==> src/rtl/performance_counter_arbiter_pkg.sv <==
// Shared definitions for the performance-monitor snapshot arbiter:
// source encodings, FSM states, snapshot widths and small index helpers.
package performance_counter_arbiter_pkg;

    localparam int NUM_SRC     = 3;
    localparam int SRC_WD      = 2;
    localparam int SNAP_CNT_WD = 32;
    localparam int SNAP_REQ_WD = 12;

    localparam logic [SRC_WD-1:0] SRC_PROG  = 2'd0;
    localparam logic [SRC_WD-1:0] SRC_READ  = 2'd1;
    localparam logic [SRC_WD-1:0] SRC_ERASE = 2'd2;

    typedef enum logic [2:0] {
        ST_IDLE     = 3'd0,
        ST_CAPTURE  = 3'd1,
        ST_WAIT_ACK = 3'd2,
        ST_RELEASE  = 3'd3,
        ST_HOLD     = 3'd4
    } arb_state_t;

    // Encoding 3 never names a source; fold it onto prog.
    function automatic logic [SRC_WD-1:0] src_legal(input logic [SRC_WD-1:0] src);
        return (src == 2'd3) ? SRC_PROG : src;
    endfunction

    // Circular (mod 3) add of a small offset (0..2) to a source index.
    function automatic logic [SRC_WD-1:0] src_add(input logic [SRC_WD-1:0] base,
                                                  input logic [SRC_WD-1:0] off);
        logic [2:0] sum;
        sum = {1'b0, src_legal(base)} + {1'b0, off};
        if (sum >= 3'd3) begin
            sum = sum - 3'd3;
        end
        return sum[SRC_WD-1:0];
    endfunction

endpackage

==> src/rtl/performance_counter_arbiter_rr_pick3.sv <==
// Combinational 3-way round-robin selector: returns the first requesting
// source at or after the pointer, walking prog -> read -> erase -> prog.
module perf_rr_pick3
    import performance_counter_arbiter_pkg::*;
(
    input  logic [NUM_SRC-1:0] i_req,
    input  logic [SRC_WD-1:0]  i_ptr,
    output logic [SRC_WD-1:0]  o_gnt_idx,
    output logic               o_gnt_vld
);

    logic [SRC_WD-1:0] w_cand [NUM_SRC];
    logic [NUM_SRC-1:0] w_cand_hit;

    // Candidate gi is the source gi steps after the pointer.
    generate
        for (genvar gi = 0; gi < NUM_SRC; gi++) begin : g_cand
            assign w_cand[gi]     = src_add(i_ptr, 2'(gi));
            assign w_cand_hit[gi] = i_req[w_cand[gi]];
        end
    endgenerate

    // Nearest candidate to the pointer wins.
    always_comb begin
        o_gnt_vld = |i_req;
        o_gnt_idx = SRC_PROG;
        if (w_cand_hit[2]) o_gnt_idx = w_cand[2];
        if (w_cand_hit[1]) o_gnt_idx = w_cand[1];
        if (w_cand_hit[0]) o_gnt_idx = w_cand[0];
    end

endmodule

==> src/rtl/performance_counter_arbiter.sv <==
// Shares one software-visible snapshot register set between the prog, read
// and erase latency counters. Grants one ready counter at a time in
// round-robin order, captures its sum and request count, holds the snapshot
// until acknowledged, then pulses that counter's copy-complete input.
module performance_counter_arbiter
    import performance_counter_arbiter_pkg::*;
#(
    parameter int HOLDOFF = 3    // must be >= 2 so a released ready flag has dropped
) (
    input  logic                   i_bus_clk,
    input  logic                   i_bus_rst,
    input  logic                   i_enable,
    input  logic                   i_auto_ack,
    input  logic [NUM_SRC-1:0]     i_ready,
    input  logic [31:0]            i_prog_cnt,
    input  logic [31:0]            i_read_cnt,
    input  logic [31:0]            i_erase_cnt,
    input  logic [9:0]             i_prog_req_cnt,
    input  logic [11:0]            i_read_req_cnt,
    input  logic [9:0]             i_erase_req_cnt,
    input  logic                   i_snap_ack,
    output logic [NUM_SRC-1:0]     o_cp_cmplt,
    output logic [SNAP_CNT_WD-1:0] o_snap_cnt,
    output logic [SNAP_REQ_WD-1:0] o_snap_req_cnt,
    output logic [SRC_WD-1:0]      o_snap_src,
    output logic                   o_snap_valid,
    output logic [7:0]             o_snap_seq
);

    localparam int HOLD_WD = (HOLDOFF < 2) ? 1 : $clog2(HOLDOFF);

    arb_state_t             r_state;
    arb_state_t             w_state_next;
    logic [SRC_WD-1:0]      r_grant;
    logic [SRC_WD-1:0]      r_ptr;
    logic [HOLD_WD-1:0]     r_hold_cnt;
    logic [NUM_SRC-1:0]     r_cp_cmplt;
    logic [SNAP_CNT_WD-1:0] r_snap_cnt;
    logic [SNAP_REQ_WD-1:0] r_snap_req_cnt;
    logic [SRC_WD-1:0]      r_snap_src;
    logic                   r_snap_valid;
    logic [7:0]             r_snap_seq;

    logic [SRC_WD-1:0]      w_pick_idx;
    logic                   w_pick_vld;
    logic [SRC_WD-1:0]      w_grant_eff;
    logic [NUM_SRC-1:0]     w_gnt_onehot;
    logic [SNAP_CNT_WD-1:0] w_sel_cnt;
    logic [SNAP_REQ_WD-1:0] w_sel_req;
    logic                   w_hold_done;
    logic                   w_grant_load;
    logic                   w_capture;
    logic                   w_release;

    perf_rr_pick3 u_pick (
        .i_req     (i_ready),
        .i_ptr     (r_ptr),
        .o_gnt_idx (w_pick_idx),
        .o_gnt_vld (w_pick_vld)
    );

    assign w_grant_eff = src_legal(r_grant);
    assign w_hold_done = (r_hold_cnt == HOLD_WD'(HOLDOFF - 1));

    // One-hot copy-complete vector for the granted source.
    generate
        for (genvar gi = 0; gi < NUM_SRC; gi++) begin : g_onehot
            assign w_gnt_onehot[gi] = (w_grant_eff == 2'(gi));
        end
    endgenerate

    // Route the granted counter's sum and zero-extended request count.
    always_comb begin
        w_sel_cnt = i_prog_cnt;
        w_sel_req = {2'b00, i_prog_req_cnt};
        case (w_grant_eff)
            SRC_READ: begin
                w_sel_cnt = i_read_cnt;
                w_sel_req = i_read_req_cnt;
            end
            SRC_ERASE: begin
                w_sel_cnt = i_erase_cnt;
                w_sel_req = {2'b00, i_erase_req_cnt};
            end
            default: ;
        endcase
    end

    // State register.
    always_ff @(posedge i_bus_clk or posedge i_bus_rst) begin
        if (i_bus_rst) begin
            r_state <= ST_IDLE;
        end else begin
            r_state <= w_state_next;
        end
    end

    // Next-state logic and per-transition control strobes.
    always_comb begin
        w_state_next = r_state;
        w_grant_load = 1'b0;
        w_capture    = 1'b0;
        w_release    = 1'b0;
        case (r_state)
            ST_IDLE: begin
                if (i_enable && w_pick_vld) begin
                    w_grant_load = 1'b1;
                    w_state_next = ST_CAPTURE;
                end
            end
            ST_CAPTURE: begin
                w_capture    = 1'b1;
                w_state_next = ST_WAIT_ACK;
            end
            ST_WAIT_ACK: begin
                if (i_snap_ack || i_auto_ack) begin
                    w_release    = 1'b1;
                    w_state_next = ST_RELEASE;
                end
            end
            ST_RELEASE: begin
                w_state_next = ST_HOLD;
            end
            ST_HOLD: begin
                if (w_hold_done) begin
                    w_state_next = ST_IDLE;
                end
            end
            default: begin
                w_state_next = ST_IDLE;
            end
        endcase
    end

    // Grant, pointer, snapshot and copy-complete registers; the pulse and
    // valid clear are registered on the WAIT_ACK exit so they coincide with RELEASE.
    always_ff @(posedge i_bus_clk or posedge i_bus_rst) begin
        if (i_bus_rst) begin
            r_grant        <= SRC_PROG;
            r_ptr          <= SRC_PROG;
            r_hold_cnt     <= '0;
            r_cp_cmplt     <= '0;
            r_snap_cnt     <= '0;
            r_snap_req_cnt <= '0;
            r_snap_src     <= SRC_PROG;
            r_snap_valid   <= 1'b0;
            r_snap_seq     <= '0;
        end else begin
            r_cp_cmplt <= '0;
            r_hold_cnt <= (r_state == ST_HOLD) ? r_hold_cnt + 1'b1 : '0;
            if (w_grant_load) begin
                r_grant <= w_pick_idx;
            end
            if (w_capture) begin
                r_snap_cnt     <= w_sel_cnt;
                r_snap_req_cnt <= w_sel_req;
                r_snap_src     <= w_grant_eff;
                r_snap_valid   <= 1'b1;
                r_snap_seq     <= r_snap_seq + 8'd1;
            end
            if (w_release) begin
                r_cp_cmplt   <= w_gnt_onehot;
                r_snap_valid <= 1'b0;
                r_ptr        <= src_add(r_grant, 2'd1);
            end
        end
    end

    assign o_cp_cmplt     = r_cp_cmplt;
    assign o_snap_cnt     = r_snap_cnt;
    assign o_snap_req_cnt = r_snap_req_cnt;
    assign o_snap_src     = r_snap_src;
    assign o_snap_valid   = r_snap_valid;
    assign o_snap_seq     = r_snap_seq;

endmodule

==> config.mk <==
export PLATFORM = sky130hd
export DESIGN_NAME = performance_counter_arbiter
export DESIGN_NICKNAME = d
export VERILOG_FILES = /design/src/rtl/performance_counter_arbiter_pkg.sv /design/src/rtl/performance_counter_arbiter_rr_pick3.sv /design/src/rtl/performance_counter_arbiter.sv
export SDC_FILE = /design/constraint.sdc
export NUM_CORES = 1
export LEC_CHECK = 0
export ABC_AREA = 1
export ABC_CLOCK_PERIOD_IN_PS = 3720
export CAP_MARGIN = 10
export CORE_MARGIN = 4
export CORE_UTILIZATION = 43
export CTS_CLUSTER_DIAMETER = 30
export DETAILED_ROUTE_END_ITERATION = 16
export PLACE_DENSITY = 0.87
export SYNTH_ARGS = -nofsm -noshare
export SYNTH_HDL_FRONTEND = slang
export SYNTH_SLANG_ARGS = --single-unit
==> constraint.sdc <==
create_clock -name i_bus_clk -period 3.72 [get_ports i_bus_clk]
set_clock_uncertainty 0.2 [all_clocks]
set_input_delay 0.372 -clock i_bus_clk [delete_from_list [all_inputs] [get_ports i_bus_clk]]
set_output_delay 0.372 -clock i_bus_clk [all_outputs]
set_load 0.02 [all_outputs]
=== Word level (Yosys, flattened, before mapping) ===
Cells that the tools add are included.

* Register bits: 67
* Latch bits: 0
* Bits in writable memories: 0
* Memory bits (read-only): 0
* Bits of input ports: 136
* Output and inout bits: 58
* Logic and storage cells: 75
* Memories kept: 0

* Add/sub/neg operators: 9
* $mul: 0
* Div/mod/pow operators: 0
* $lt $le $gt $ge: 7
* Equality and inequality tests: 12
* Shift-type cells: 0
* Mux-type cells: 30
* Bitwise gates (word level): 0
* Reductions and logical operators: 7

{| class="wikitable"
|+ Operators with widths
! kind !! count
|-
| 32-bit one-hot mux with 2 select lines || 1
|-
| 12-bit one-hot mux with 2 select lines || 1
|-
| 2-bit 2-to-1 mux || 10
|-
| 3-bit one-hot mux with 5 select lines || 1
|-
| 3-bit 2-to-1 mux || 4
|-
| 1-bit 2-to-1 mux || 10
|-
| 3-bit by 2-bit greater-or-equal comparator with 1-bit output, second input constant || 3
|-
| 2-bit by 3-bit less-than comparator with 1-bit output, second input constant || 3
|-
| 8-bit by 1-bit adder with 8-bit output, second input constant || 1
|-
| 2-bit == test, second input constant || 4
|-
| 2-bit subtractor, second input constant || 4
|-
| 2-bit by 1-bit adder with 3-bit output, second input constant || 2
|-
| 1-bit binary-select mux with 2-bit select || 3
|-
| 3-bit by 2-bit == test with 1-bit output, second input constant || 2
|-
| 2-bit inequality test, second input constant || 3
|-
| 2-bit by 2-bit adder with 3-bit output, second input constant || 1
|-
| 3-bit by 1-bit == test with 1-bit output, second input constant || 1
|-
| 3-bit == test, second input constant || 1
|-
| 3-bit logical NOT || 1
|-
| 3-bit AND reduction || 1
|-
| 3-bit OR reduction || 1
|-
| 2-bit by 1-bit adder with 2-bit output, second input constant || 1
|-
| 2-bit by 1-bit == test with 1-bit output, second input constant || 1
|-
| 2-bit greater-or-equal comparator, second input constant || 1
|-
| 4 further kinds || 4
|}

=== Logic depth before layout (Yosys ltp) ===
Gate-level depths: netlist of the first run.

* Word-level depth: 10
* Mapped depth: 9
* Mapped depth without buffers: 9

=== By module ===
From an unflattened synthesis of the first run, not the netlist that was laid out.

* Cell total of the unflattened synthesis: 525
* Area total of the unflattened synthesis: 3757.4 um2

{| class="wikitable"
|+ Modules (own cells, without submodules)
! module !! times used !! cells an instance !! area an instance (um2) !! seq. area each (um2)
|-
| performance_counter_arbiter || 1 || 490 || 3572.2 || 1676.6
|-
| perf_rr_pick3 || 1 || 35 || 185.2 || 0.0
|}

=== Least setup slack after synthesis of the first run ===
Ideal clock, no wire load.

* Path type: register to register
* Start point: register r_grant[0]
* End point: register r_snap_cnt[31] (netlist: o_snap_cnt[31])
* Setup time: 0.073 ns
* Arrival time: 1.393 ns
* Data required time: 3.447 ns
* Slack: 2.054 ns
* Stages on the path, launching flop included: 8
* Path buffers: 2
* Clock period less this slack: 1.666 ns
* Path through: dfrtp_1 inv_1 ha_1 buf_2 inv_2 clkbuf_1 nand2_1 a2bb2oi_2

* Cells in the longest elaborated chain, start to end: 4
* Elaborated cells between the ends (all ways): 5
* Those cells by class: 3 x eq/ne; 2 x mux

{| class="wikitable"
|+ Ends and longest elaborated chain
! what !! line !! source
|-
| start, declared || performance_counter_arbiter.sv:34 || <nowiki>logic [SRC_WD-1:0] r_grant;</nowiki>
|-
| start signal, assigned || performance_counter_arbiter.sv:152 || <nowiki>r_grant <= w_pick_idx;</nowiki>
|-
| 2-bit == test || performance_counter_arbiter_pkg.sv:24 || <nowiki>return (src == 2'd3) ? SRC_PROG : src;</nowiki>
|-
| 2-bit 2-to-1 mux * || performance_counter_arbiter_pkg.sv:24 ||
|-
| 2-bit == test or 2-bit by 1-bit == test with 1-bit output (tied branches) || performance_counter_arbiter.sv:76 || <nowiki>case (w_grant_eff)</nowiki>
|-
| 32-bit one-hot mux with 2 select lines * || performance_counter_arbiter.sv:76 ||
|-
| end signal, assigned || performance_counter_arbiter.sv:155 || <nowiki>r_snap_cnt <= w_sel_cnt;</nowiki>
|-
| end, declared || performance_counter_arbiter.sv:38 || <nowiki>logic [SNAP_CNT_WD-1:0] r_snap_cnt;</nowiki>
|}

Mark *: on every way between the ends. The rest lies on a longest branch, timed or not.
A chain may end at the register's enable or synchronous reset.

=== Final worst setup path of the first run ===
* Start point: register r_grant[1]
* End point: register r_snap_cnt[26] (netlist: o_snap_cnt[26])

* Cells in the longest elaborated chain, start to end: 4
* Elaborated cells between the ends (all ways): 5
* Those cells by class: 3 x eq/ne; 2 x mux

{| class="wikitable"
|+ Ends and longest elaborated chain
! what !! line !! source
|-
| 2-bit == test * || performance_counter_arbiter_pkg.sv:24 ||
|-
| 2-bit 2-to-1 mux * || performance_counter_arbiter_pkg.sv:24 ||
|-
| via w_grant_eff[0] || performance_counter_arbiter.sv:46 || <nowiki>logic [SRC_WD-1:0] w_grant_eff;</nowiki>
|-
| 2-bit == test or 2-bit by 1-bit == test with 1-bit output (tied branches) || performance_counter_arbiter.sv:76 ||
|-
| 32-bit one-hot mux with 2 select lines * || performance_counter_arbiter.sv:76 ||
|}

Mark *: on every way through the listed nets, which the timed path passes. The rest lies on a longest branch.

==> flow_summary_export.csv, run 1 <==
group,metric,value,unit
run_status,outcome,"complete, no violations",
sta,fin_crit_sh,58.7,%
sta,fin_crit,2.18,ns
sta,hold_viol_final,0,
critical_path,crit_fanout,45,
clock_network,cts_root_buf,"clkbuf_8",
clock_network,cts_made_buffers,9,
placement,place_hpwl,8.65,mm
route,firstDrtPassIters,4,
floorplanning,die_w,101,um
clock_network,htreeDepth,3,
critical_path,regToRegStartpoint,"r_grant[1]",
clock_network,tritoncts,"built",
critical_path,cp-start-kind,"register",
cells_and_area,diodes,0,
floorplanning,initial_core_util,44.6,%
critical_path,worstSetupPathType,"reg -> reg",
synthesis,synth_largest_area_cell,"dfrtp_1",
cells_and_area,seqCellArea,1680,um^2
synthesis,synth-seq-area-share,45.5,%
route,viasPerCell,5.49,
route,first_iter_violations,127,
sta,worst_pin_slew,0.984,ns
floorplanning,ios,194,
clock_network,clk_path_buf_depth,2,
sta,drv_slew,0,
floorplanning,die_h,101,um
synthesis,synth_fp_nets,536,
synthesis,yosysUniqueCellTypes,24,
critical_path,rr_worst_depth,5,
sta,setup_tns,0,ns
job,drv_cap,0,
global_routing,grt_remaining_overflow,0,
sta,rsz0062_at_grt,"false",
critical_path,end_kind,"register",
pwr,peakVddDrop,0.604,mV
cells_and_area,multiInputGateArea,1760,um^2
sta,timing.slew.headroom,34.4,%
global_routing,antenna_found_initial,0,
min_path,hold_class,"in -> async",
sta,final-setup-viol-count,0,
critical_path,r2r-end,"o_snap_cnt[26]",
global_routing,grt_pass1_vias,3938,
sta,holdWs,0.129,ns
clock_network,cts.sinks,67,
cells_and_area,fillCellCount,623,
global_routing,track_usage,23.8,%
pwr,leakage,2.45,nW
critical_path,critical_path_arrival,2.24,ns
route,totalWireLength,12.3,mm
floorplanning,die_area,10100,um^2
cells_and_area,synthToLayoutAreaGrowth,57.7,%
placement,gp_congestion,0.826,
synthesis,synth_top_cells_by_area,"dfrtp_1 45%, a22o_1 10%, nand2_1 8.9%",
global_routing,grt_pass1_wl,19.1,mm
clock_network,postCtsHoldBufs,0,
cells_and_area,nets,716,
clock_network,postCtsSetupRepairBufs,0,
critical_path,rrSetupSlack,1.54,ns
pwr,powerDensity,880,nW/um^2
synthesis,avgSynthCellArea,9.40,um^2
placement,port_buffers,193,
critical_path,required,3.78,ns
floorplanning,core_area,8260,um^2
clock_network,cts-resized-gates,0,
synthesis,syn_inst,392,
route,wl_per_cell,18.1,um
route,num_vias,3741,
cells_and_area,layout-drive-gt1-share,7.80,%
synthesis,yosysTopAreaCellShare,45.5,%
floorplanning,row_count,33,
clock_network,clk_latency,0.34,ns
synthesis,yosysWarnings,0,
route,drc_errors,0,
route,antenna_left,0,
sta,fmax,458,MHz
synthesis,ys_ff_latch,67,
synthesis,netlist_area,3690,um^2
clock_network,clk_pin_slew,0.08,ns
global_routing,grt_max_degree,55,
==> placed cells by master (no fill, tap or decap), types with 6 or more instances in the layout <==
| cell type | synthesis | routed |
|---|---|---|
| nor3_1 | 6 | 6 |
| inv_1 | 22 | 21 |
| a21oi_1 | 45 | 45 |
| nand3_1 | 8 | 8 |
| nand2_1 | 87 | 87 |
| a2bb2oi_2 | 17 | 17 |
| ha_1 | 8 | 6 |
| dfrtp_1 | 67 | 67 |
| nor2_1 | 13 | 13 |
| clkdlybuf4s50_1 | 0 | 193 |
| a22o_1 | 42 | 42 |
| clkbuf_8 | 0 | 10 |
| a2bb2oi_1 | 25 | 25 |
==> critical path: stages, from the launching register on <==
cell	delay (ns)
dfrtp_1	0.42
inv_1	0.08
ha_2	0.83
a22o_1	0.30
nand2_1	0.06
a2bb2oi_1	0.18
==> cells in the mapped netlist (all sizes together) <==
cell / number
a21oi: 45
a22o: 42
a2bb2oi: 42
buf: 24
clkbuf: 5
dfrtp: 67
ha: 8
inv: 25
nand2: 87
nand3: 9
nand3b: 1
nand4: 5
nor2: 13
nor3: 6
nor3b: 1
o211ai: 1
o21ai: 6
xnor2: 2
xor2: 3
==> cell families after synthesis <==
| logic type | after synthesis | synth area share [%] |
|---|---|---|
| DFF | 67 | 45.5 |
| adders and majority gates | 8 | 2.72 |
| AOI/OAI and AO/OA | 136 | 30.0 |
| xor gates and xnor gates | 5 | 1.19 |
| and+or+nand+nor | 122 | 13.8 |
| buffers and inverters | 54 | 6.82 |
==> through the flow <==
step | power [mW] | cell area (um^2) | instances | worst slack, ns | util (%)
2_1_floorplan | 3.43 | 3690 | 392 | 1.46 | -
5_1_grt | 5.44 | 5810 | 682 | 1.47 | 70.4
6_report | 5.11 | 5810 | 682 | 1.54 | 70.4
3_3_place_gp | 4.48 | 5630 | 666 | 1.68 | 68.2
4_1_cts | 5.14 | 5810 | 682 | 1.57 | 70.4
3_5_place_dp | 4.57 | 5630 | 666 | 1.60 | 68.2
==> report_power, final <==
| part | internal, mW | total (mW) | switching [mW] |
|---|---|---|---|
| Sequential | 1.08 | 1.31 | 0.235 |
| Clock | 0.258 | 0.553 | 0.295 |
| Combinational | 1.46 | 3.25 | 1.79 |
==> worst max path at each step <==
stage	start	endpoint	slack (ns)	depth (start not counted)
after CTS	r_grant[1]	o_snap_cnt[26]	1.57	5
after global routing	r_grant[1]	o_snap_cnt[11]	1.47	5
after global placement	r_grant[1]	o_snap_cnt[21]	1.68	5
final	r_grant[1]	o_snap_cnt[26]	1.54	5
after floorplan	i_bus_rst	o_cp_cmplt[0]	1.46	1
after detailed placement	r_grant[1]	o_snap_cnt[26]	1.60	5
==> sequential cells by signal, summed over array words and instances, names as in the netlist <==
name and cells:
o_snap_seq 8, o_cp_cmplt 3, r_hold_cnt 2, r_grant 2
o_snap_valid 1, r_state 3, o_snap_src 2, r_ptr 2
o_snap_cnt 32, o_snap_req_cnt 12
==> layer usage <==
metal  share of wire, %  track usage (%)  wire (um)
met1                 39             28.4       4850
met2                 50             41.2       6190
met3                7.9             5.40        980
met4                2.6             10.1        318
met5                  0                0          0
==> layout make-up <==
type	count	area share, %
repair buffers	198	33.9
multi-input cells	271	30.3
flip-flops and latches	67	28.8
clock buffers	10	2.37
well taps	105	2.26
inverters	25	1.61
clock inverters	6	0.710
No activity file was read; power rests on OpenSTA's default activity.
==> run 2, diff against run 1 <==
--- a/config.mk
+++ b/config.mk
@@ -6,13 +6,13 @@
 export NUM_CORES = 1
 export LEC_CHECK = 0
 export ABC_AREA = 1
-export ABC_CLOCK_PERIOD_IN_PS = 3720
+export ABC_CLOCK_PERIOD_IN_PS = 1900
 export CAP_MARGIN = 10
 export CORE_MARGIN = 4
-export CORE_UTILIZATION = 43
+export CORE_UTILIZATION = 36
 export CTS_CLUSTER_DIAMETER = 30
 export DETAILED_ROUTE_END_ITERATION = 16
-export PLACE_DENSITY = 0.87
+export PLACE_DENSITY = 0.77
 export SYNTH_ARGS = -nofsm -noshare
 export SYNTH_HDL_FRONTEND = slang
 export SYNTH_SLANG_ARGS = --single-unit
==> constraint.sdc (replaced) <==
create_clock -name i_bus_clk -period 1.9 [get_ports i_bus_clk]
set_clock_uncertainty 0.2 [all_clocks]
set_input_delay 0.19 -clock i_bus_clk [delete_from_list [all_inputs] [get_ports i_bus_clk]]
set_output_delay 0.19 -clock i_bus_clk [all_outputs]
set_load 0.02 [all_outputs]
==> flow_summary_export.csv, run 2 (synthesis results as in run 1) <==
group,metric,value,unit
critical_path,critical_path_arrival,1.43,ns
floorplanning,ios,194,
clock_network,clk_path_buf_depth,2,
clock_network,tritoncts,"built",
route,first_iter_violations,167,
placement,gp_congestion,0.803,
clock_network,htreeDepth,3,
floorplanning,die_w,109,um
sta,rsz0062_at_grt,"false",
clock_network,cts_made_buffers,9,
sta,hold_viol_final,0,
critical_path,rrSetupSlack,0.19,ns
clock_network,cts.sinks,67,
pwr,leakage,2.53,nW
route,antenna_left,0,
critical_path,critical_path.max_stage_delay,0.65,ns
pwr,peakVddDrop,0.937,mV
min_path,hold_class,"in -> async",
cells_and_area,nets,725,
cells_and_area,largest_reg_flops,32,
critical_path,r2r-end,"o_snap_cnt[15]",
route,viasPerCell,5.12,
pwr,powerDensity,1750,nW/um^2
critical_path,crit_slowest_cell,"clkdlybuf4s50_1",
critical_path,required,1.51,ns
cells_and_area,synthToLayoutAreaGrowth,63.0,%
route,drc_errors,0,
critical_path,crit_buf_inv,1,
clock_network,postCtsSetupRepairBufs,0,
clock_network,cts_root_buf,"clkbuf_8",
sta,final-setup-viol-count,0,
cells_and_area,diodes,0,
global_routing,grt_pass1_wl,18.2,mm
clock_network,clk_pin_slew,0.07,ns
route,wl_per_cell,16.7,um
floorplanning,die_h,109,um
critical_path,cp-start-kind,"register",
cells_and_area,seqCellArea,1680,um^2
job,drv_cap,0,
placement,port_buffers,193,
global_routing,grt_remaining_overflow,0,
sta,drv_slew,0,
placement,place_hpwl,8.84,mm
floorplanning,row_count,36,
sta,fmax,549,MHz
global_routing,track_usage,19.5,%
clock_network,clk_latency,0.33,ns
floorplanning,core_area,9860,um^2
floorplanning,initial_core_util,37.4,%
floorplanning,die_area,11900,um^2
route,firstDrtPassIters,4,
clock_network,postCtsHoldBufs,0,
critical_path,end_kind,"output pin",
cells_and_area,fillCellCount,796,
cells_and_area,final_cell_mix,"193 x clkdlybuf4s50_1, 87 x nand2_1, 67 x dfrtp_1",
global_routing,grt_max_degree,68,
critical_path,regToRegStartpoint,"r_grant[0]",
critical_path,crit_fanout,6,
run_status,outcome,"complete, no violations",
route,totalWireLength,12.0,mm
sta,timing.slew.headroom,75.7,%
placement,pre_cts_slack,0.202,ns
sta,fin_ws,0.0790,ns
route,num_vias,3678,
critical_path,worstSetupPathType,"reg -> out",
cells_and_area,layout-drive-gt1-share,8.72,%
critical_path,critical_path.cell_chain,"clkdlybuf4s50_1",
cells_and_area,mostFrequentLayoutCell,"clkdlybuf4s50_1",
cells_and_area,multiInputGateArea,1760,um^2
sta,worst_pin_slew,0.365,ns
global_routing,antenna_found_initial,0,
sta,fin_crit_sh,95.8,%
clock_network,cts-resized-gates,0,
global_routing,grt_pass1_vias,3649,
sta,fin_crit,1.82,ns
sta,setup_tns,0,ns
critical_path,crit_family,"buffers and inverters",
critical_path,rr_worst_depth,5,
run 2: worst min-delay path, stage by stage:
cell	delay (ns)
clkdlybuf4s50_1	0.44
clkinvlp_4	0.10
buf_12	0.32
run 2: worst max path at each step:
stage / start / endpoint / slack (ns) / depth (start not counted)
after floorplan: r_grant[0] / o_snap_cnt[31] / 0.23 / 7
after global placement: r_grant[0] / o_snap_cnt[30] / 0.29 / 5
after detailed placement: r_grant[0] / o_snap_cnt[15] / 0.20 / 5
after CTS: o_snap_seq[4] / o_snap_seq[4] / 0.05 / 1
after global routing: o_snap_seq[4] / o_snap_seq[4] / 0.01 / 1
final: o_snap_seq[4] / o_snap_seq[4] / 0.08 / 1
run 2: power by group:
part	total [mW]	internal, mW	switching, mW
Combinational	6.72	3.20	3.52
Clock	1.18	0.670	0.514
Sequential	2.59	2.12	0.472
Total	10.5	5.98	4.50
run 2: per-layer routing:
metal | global-route usage (%) | wire length [um]
met1 | 21.7 | 4620
met2 | 35.9 | 6000
met3 | 6.63 | 1290
met4 | 4.45 | 55
met5 | 0 | 0
run 2: final cells by class:
class / instances / area share [%]
Inverter: 25 / 1.62
Clock inverter: 2 / 0.583
Sequential cell: 67 / 27.9
Timing Repair Buffer: 207 / 35.1
Tap cell: 133 / 2.77
Multi-Input combinational cell: 271 / 29.3
Clock buffer: 13 / 2.64
run 2: stage by stage:
| stage | std cells | utilization (%) | hold slack, ns | total power [mW] | cell area [um^2] |
|---|---|---|---|---|---|
| 2_1_floorplan | 392 | - | 0.140 | 6.72 | 3690 |
| 3_3_place_gp | 703 | 59.0 | 0.212 | 9.19 | 5820 |
| 3_5_place_dp | 703 | 59.0 | 0.230 | 9.40 | 5820 |
| 4_1_cts | 718 | 60.9 | 0.0916 | 10.6 | 6010 |
| 5_1_grt | 718 | 60.9 | 0.105 | 11.3 | 6010 |
| 6_report | 718 | 60.9 | 0.0986 | 10.5 | 6010 |
